File: src/rtl/mul_share_pkg.sv
// Shared definitions for the shared-multiplier arbiter (mul16_share_arb)
// and its helpers.
//   OPW       operand width of the shared multiplier
//   PRODW     full-precision product width
//   NREQ_MAX  largest supported requester count
//   op_t      signed operand type
//   prod_t    signed product type
//   id_width  width of a requester index for n requesters
package mul_share_pkg;

    localparam int OPW      = 16;
    localparam int PRODW    = 32;
    localparam int NREQ_MAX = 16;

    typedef logic signed [OPW-1:0]   op_t;
    typedef logic signed [PRODW-1:0] prod_t;

    function automatic int id_width(input int n);
        return (n <= 2) ? 1 : $clog2(n);
    endfunction

endpackage

File: src/rtl/muls16.sv
// Combinational 16x16 signed multiplier, full 32-bit product.
//   a  signed multiplicand
//   b  signed multiplier
//   y  signed product
module muls16 (
    input  logic signed [15:0] a,
    input  logic signed [15:0] b,
    output logic signed [31:0] y
);

    assign y = a * b;

endmodule

File: src/rtl/rr_arb.sv
// Round-robin one-hot picker.  Searches valid starting at ptr and
// wrapping.  The grant is only driven while en is high; gidx always shows
// the current candidate.  The pointer register lives with the caller.
//   valid  request vector
//   ptr    search start index
//   en     grant enable
//   grant  one-hot grant (all zero when en low or no request)
//   gidx   index of the candidate
module rr_arb #(
    parameter int NREQ = 4,
    parameter int IDW  = 2
) (
    input  logic [NREQ-1:0] valid,
    input  logic [IDW-1:0]  ptr,
    input  logic            en,
    output logic [NREQ-1:0] grant,
    output logic [IDW-1:0]  gidx
);

    localparam logic [IDW:0] NREQ_W = (IDW+1)'(NREQ);

    logic [IDW:0]   sum;
    logic [IDW-1:0] idx;
    logic           found;

    always_comb begin
        grant = '0;
        gidx  = '0;
        found = 1'b0;
        sum   = '0;
        idx   = '0;
        for (int k = 0; k < NREQ; k++) begin
            // (ptr + k) mod NREQ without a divider
            sum = {1'b0, ptr} + (IDW+1)'(k);
            if (sum >= NREQ_W) begin
                sum = sum - NREQ_W;
            end
            idx = sum[IDW-1:0];
            if (!found && valid[idx]) begin
                found = 1'b1;
                gidx  = idx;
            end
        end
        if (found && en) begin
            grant[gidx] = 1'b1;
        end
    end

endmodule

File: src/rtl/mul16_share_arb.sv
// Shares one combinational 16x16 signed multiplier among NREQ requesters.
// Round-robin arbitration, registered operand stage (S1) and registered
// result stage (S2); responses leave in grant order tagged with the
// requester index.  Define MUL_SHARE_PIPE_EN to insert an extra register
// (S1b) after the multiplier, raising latency from 2 to 3 cycles.
//   clk        clock, rising edge
//   rst_n      asynchronous active-low reset
//   req_valid  per-requester operand valid
//   req_ready  per-requester accept (one-hot or zero)
//   req_a      packed signed multiplicands, 16 bits per requester
//   req_b      packed signed multipliers, 16 bits per requester
//   rsp_valid  result available
//   rsp_ready  consumer accepts result
//   rsp_y      signed 32-bit product
//   rsp_id     requester index that issued the operands
module mul16_share_arb
    import mul_share_pkg::*;
#(
    parameter int NREQ = 4,
    parameter int IDW  = id_width(NREQ)
) (
    input  logic                clk,
    input  logic                rst_n,
    input  logic [NREQ-1:0]     req_valid,
    output logic [NREQ-1:0]     req_ready,
    input  logic [OPW*NREQ-1:0] req_a,
    input  logic [OPW*NREQ-1:0] req_b,
    output logic                rsp_valid,
    input  logic                rsp_ready,
    output logic [PRODW-1:0]    rsp_y,
    output logic [IDW-1:0]      rsp_id
);

    if (NREQ < 2 || NREQ > NREQ_MAX) begin : g_bad_nreq
        $error("mul16_share_arb: NREQ out of range");
    end

    logic [IDW-1:0]  ptr;
    logic [IDW-1:0]  gidx;
    logic [NREQ-1:0] grant;
    logic            hs;
    logic            s1_load;
    logic            s2_load;
    op_t             a_sel;
    op_t             b_sel;

    op_t             a_p1;
    op_t             b_p1;
    logic [IDW-1:0]  id_p1;
    logic            vld_p1;
    prod_t           y_p1;

    prod_t           s2_y;
    logic [IDW-1:0]  s2_id;
    logic            s2_vld;

    assign s2_load = !rsp_valid || rsp_ready;

    // Ready is forced low while reset is asserted so no handshake can
    // occur against a pipeline that is being cleared.
    rr_arb #(.NREQ(NREQ), .IDW(IDW)) u_arb (
        .valid (req_valid),
        .ptr   (ptr),
        .en    (s1_load && rst_n),
        .grant (grant),
        .gidx  (gidx)
    );

    assign req_ready = grant;
    assign hs        = |grant;

    always_comb begin
        a_sel = op_t'(req_a[OPW*int'(gidx) +: OPW]);
        b_sel = op_t'(req_b[OPW*int'(gidx) +: OPW]);
    end

    // ---- S1: operand register ----
    always_ff @(posedge clk or negedge rst_n) begin
        if (!rst_n) begin
            ptr    <= '0;
            vld_p1 <= 1'b0;
        end else begin
            if (hs) begin
                ptr <= (gidx == IDW'(NREQ-1)) ? '0 : gidx + IDW'(1);
            end
            if (s1_load) begin
                vld_p1 <= hs;
            end
        end
    end

    always_ff @(posedge clk) begin
        if (hs) begin
            a_p1  <= a_sel;
            b_p1  <= b_sel;
            id_p1 <= gidx;
        end
    end

    muls16 u_mul (
        .a (a_p1),
        .b (b_p1),
        .y (y_p1)
    );

`ifdef MUL_SHARE_PIPE_EN
    logic            vld_p1b;
    prod_t           y_p1b;
    logic [IDW-1:0]  id_p1b;
    logic            s1b_load;

    assign s1b_load = !vld_p1b || s2_load;
    assign s1_load  = !vld_p1 || s1b_load;

    // ---- S1b: product retiming register ----
    always_ff @(posedge clk or negedge rst_n) begin
        if (!rst_n) begin
            vld_p1b <= 1'b0;
        end else if (s1b_load) begin
            vld_p1b <= vld_p1;
        end
    end

    always_ff @(posedge clk) begin
        if (s1b_load && vld_p1) begin
            y_p1b  <= y_p1;
            id_p1b <= id_p1;
        end
    end

    assign s2_vld = vld_p1b;
    assign s2_y   = y_p1b;
    assign s2_id  = id_p1b;
`else
    assign s1_load = !vld_p1 || s2_load;
    assign s2_vld  = vld_p1;
    assign s2_y    = y_p1;
    assign s2_id   = id_p1;
`endif

    // ---- S2: result register ----
    always_ff @(posedge clk or negedge rst_n) begin
        if (!rst_n) begin
            rsp_valid <= 1'b0;
            rsp_y     <= '0;
            rsp_id    <= '0;
        end else if (s2_load) begin
            rsp_valid <= s2_vld;
            if (s2_vld) begin
                rsp_y  <= s2_y;
                rsp_id <= s2_id;
            end
        end
    end

endmodule

File: config.mk
export PLATFORM = sky130hd
export DESIGN_NAME = mul16_share_arb
export DESIGN_NICKNAME = d
export VERILOG_FILES = /design/src/rtl/mul_share_pkg.sv /design/src/rtl/muls16.sv /design/src/rtl/rr_arb.sv /design/src/rtl/mul16_share_arb.sv
export SDC_FILE = /design/constraint.sdc
export NUM_CORES = 1
export LEC_CHECK = 0
export CAP_MARGIN = 20
export CORE_UTILIZATION = 58
export CTS_CLUSTER_DIAMETER = 80
export DETAILED_ROUTE_END_ITERATION = 10
export PLACE_DENSITY = 0.91
export SLEW_MARGIN = 30
export SYNTH_ARGS = -nofsm -noshare
export SYNTH_HDL_FRONTEND = slang
export SYNTH_SLANG_ARGS = --single-unit
export TNS_END_PERCENT = 5
File: constraint.sdc
create_clock -name clk -period 6.87 [get_ports clk]
set_input_delay 1.0305 -clock clk [delete_from_list [all_inputs] [get_ports clk]]
set_output_delay 1.0305 -clock clk [all_outputs]
set_load 0.02 [all_outputs]
==> out/qor.csv <==
metric,value,unit
synth_fa_ha_area_share,47.2,%
initial_utilization,59.2,%
synth_mux_area_share,0.589,%
clk_latency,0.36,ns
dr.pass1.iters,7,
finalCritPeriodShare,96.2,%
diodes,0,
postRouteWirelength,36300,um
die_h,154,um
setup_viol,0,
critPathTopFamily,adder cells,
cp_slowest_cell,fa_2,
antenna_found_initial,0,
avgRoutedWirePerCell,19.0,um
synth-edff-count,34,
first_global_vias,11700,
critPathMaxStageDelay,0.78,ns
endpoint_kind,flip-flop,
syn-mean-instance-area,9.02,sq um
core-area,22600,sq um
vias_per_cell,5.76,
arrival,6.90,ns
synth_top_family_by_area,adder cells,
synth_compound_area_share,7.29,%
synth.distinct_cells,56,
io_buffers,173,
dieArea,23700,sq um
globalRouteOverflowTotal,0,
met1_usage,36.4,%
yosys.area_share.simple,17.8,%
gp_congestion,0.950,
rr_startpoint,a_p1[15],
clock_path_buffers,2,
layout_common_cells,"inv_1 (303), nand2_1 (297), fa_1 (261)",
crit_required,7.16,ns
rsz0062_at_grt,no,
worstSetupStartpoint,a_p1[15],
min_period,6.61,ns
yosysSeqAreaShare,14.7,%
ff2ff_path_depth,19,
top_usage_layer,met2,
ys_warn_count,0,
drc_errors,0,
max_slew.worst_pin.slew,0.788,ns
dpl.hpwl,28900,um
cts.sinks,72,
area_delta_synth_final,16.5,%
grt_max_degree,65,
io-pin-count,174,
drtIter0Drc,917,
setup.worst_path.start_class,flip-flop,
grt_usage,31.9,%
hold_depth,2,
clkTransAtPathRegs,0.07,ns
cp_max_fo,16,
fmax,151,MHz
crit_type,flip-flop to flip-flop,
async_flop_share,52.8,%
cp_cell_sequence,nand2_1 -> inv_1 -> fa_1 -> fa_2 -> fa_1 -> fa_1 -> fa_1 -> inv_1 -> fa_1 -> inv_1 -> ha_1 -> nand3_1 -> o2bb2ai_1 -> nor2_1 -> a21oi_1 -> nand2_1 -> or3_1 -> a311o_1 -> nand3_1,
clock_skew,0.0113,ns
cts_tree,built,
grt_use_met3,5.16,%
min_path_type,flip-flop to flip-flop,
die_w,154,um
use_met2,56.0,%
synthCells,1485,
hold_viol,0,
ys_dominant_reg_cell,dfrtp_1,
grt_pass1_wl,58300,um
layout_commonest_cell,inv_1,
drv_cap,0,
dr_total_vias,11000,
cp_common_cell,fa_1,
relSlewSlack,47.5,%
syn_nets,1968,
holdCritStartpoint,rsp_y[5],
ant_nets,0,
ctsHoldBuffers,0,
path_buf_inv,3,
fp-row-count,55,
htreeDepth,3,
synth_xor_xnor_area_share,1.96,%
ys_ff_latch,72,
clockRootBuffer,clkbuf_16,
cp.depth,19,
status,"complete, no violations",
finalMaxSlewViolations,0,
cts_made_buffers,9,
fin_tns_setup,0,ns
fin_nets,2099,
syn-cell-area,13400,sq um
drive_above_1_share,3.02,%
[repair_timing]
item | 4_1_cts | 5_1_grt
endpoints found under the hold margin | 0 | 0
gates resized for setup | 0 | 1
endpoints found under the setup margin | 0 | 4
buffers inserted | 0 | 0
[cells in the mapped netlist, drive strengths merged (5+ instances only)]
master / n / area, sq um
o21ai: 38 / 194
nand2: 298 / 1120
and3: 33 / 206
a21oi: 29 / 149
a31oi: 36 / 225
fa: 262 / 5250
edfxtp: 34 / 1020
inv: 304 / 1140
xnor2: 18 / 158
nand2b: 9 / 56.3
ha: 86 / 1080
nand4: 5 / 31.3
a21o: 9 / 67.6
dfrtp: 38 / 951
and2: 123 / 769
nor3: 6 / 35.0
buf: 14 / 75.1
nor2: 22 / 82.6
clkbuf: 48 / 180
xor2: 12 / 105
mux2: 7 / 78.8
nand3: 8 / 40.0
[metal layers]
layer / wire length, um / up-vias / part of all wire [%]
met5: 0 / - / 0
met4: 2470 / 0 / 6.8
met3: 2920 / 160 / 8.1
met2: 18600 / 635 / 51
met1: 12200 / 5387 / 34
li1: - / 4794 / -
[state kept, by name (all words and copies together), names as in the netlist]
| register | cells |
|---|---|
| rsp_y | 32 |
| a_p1 | 16 |
| b_p1 | 16 |
| id_p1 | 2 |
| ptr | 2 |
| rsp_id | 2 |
| rsp_valid | 1 |
| s2_vld | 1 |
[worst reg2reg max path: stages (launching register included)]
cell and delay, ns:
edfxtp_1 0.63, nand2_1 0.24, inv_1 0.11, fa_1 0.66
fa_2 0.78, fa_1 0.48, fa_1 0.51, fa_1 0.50
inv_1 0.05, fa_1 0.48, inv_1 0.06, ha_1 0.44
nand3_1 0.13, o2bb2ai_1 0.27, nor2_1 0.08, a21oi_1 0.19
nand2_1 0.12, or3_1 0.42, a311o_1 0.33, nand3_1 0.07
[final cells by class]
| cell class | count | area [sq um] |
|---|---|---|
| Clock buffer | 9 | 225 |
| Clock inverter | 7 | 68.8 |
| Fill cell | 1596 | 7040 |
| Inverter | 304 | 1140 |
| Multi-Input combinational cell | 1047 | 10000 |
| Sequential cell | 72 | 1970 |
| Tap cell | 285 | 357 |
| Timing Repair Buffer | 182 | 1790 |
[through the flow]
stage	cells	util, %	area (sq um)	setup slack, ns	hold WS (ns)
6_report	1906	68.9	15600	0.264	0.481
3_3_place_gp	1890	67.6	15300	0.571	0.464
2_1_floorplan	1485	-	13400	0.866	0.455
4_1_cts	1906	68.9	15600	0.243	0.489
3_5_place_dp	1890	67.6	15300	0.325	0.474
5_1_grt	1906	68.9	15600	0.0407	0.513
[cell families after synthesis]
logic type	count (synthesis)
multiplexers	7
buffers and inverters	366
AO/OA/AOI/OAI	151
XOR/XNOR	30
adder cells (fa/ha/maj)	348
flip-flops	72
AND/OR/NAND/NOR	511
[final timing paths]
check / endpoint / slack [ns]
min: rsp_y[5] / 0.48
min reg2reg: rsp_y[5] / 0.48
min in group asynchronous: rsp_y[22] / 0.73
max in group asynchronous: rsp_y[1] / 5.79
max: rsp_y[30] / 0.26
max reg2reg: rsp_y[30] / 0.26
Power is left out: the tool's default activity adds up to more than one toggle a clock period on the data nets, which glitch-free logic cannot reach.
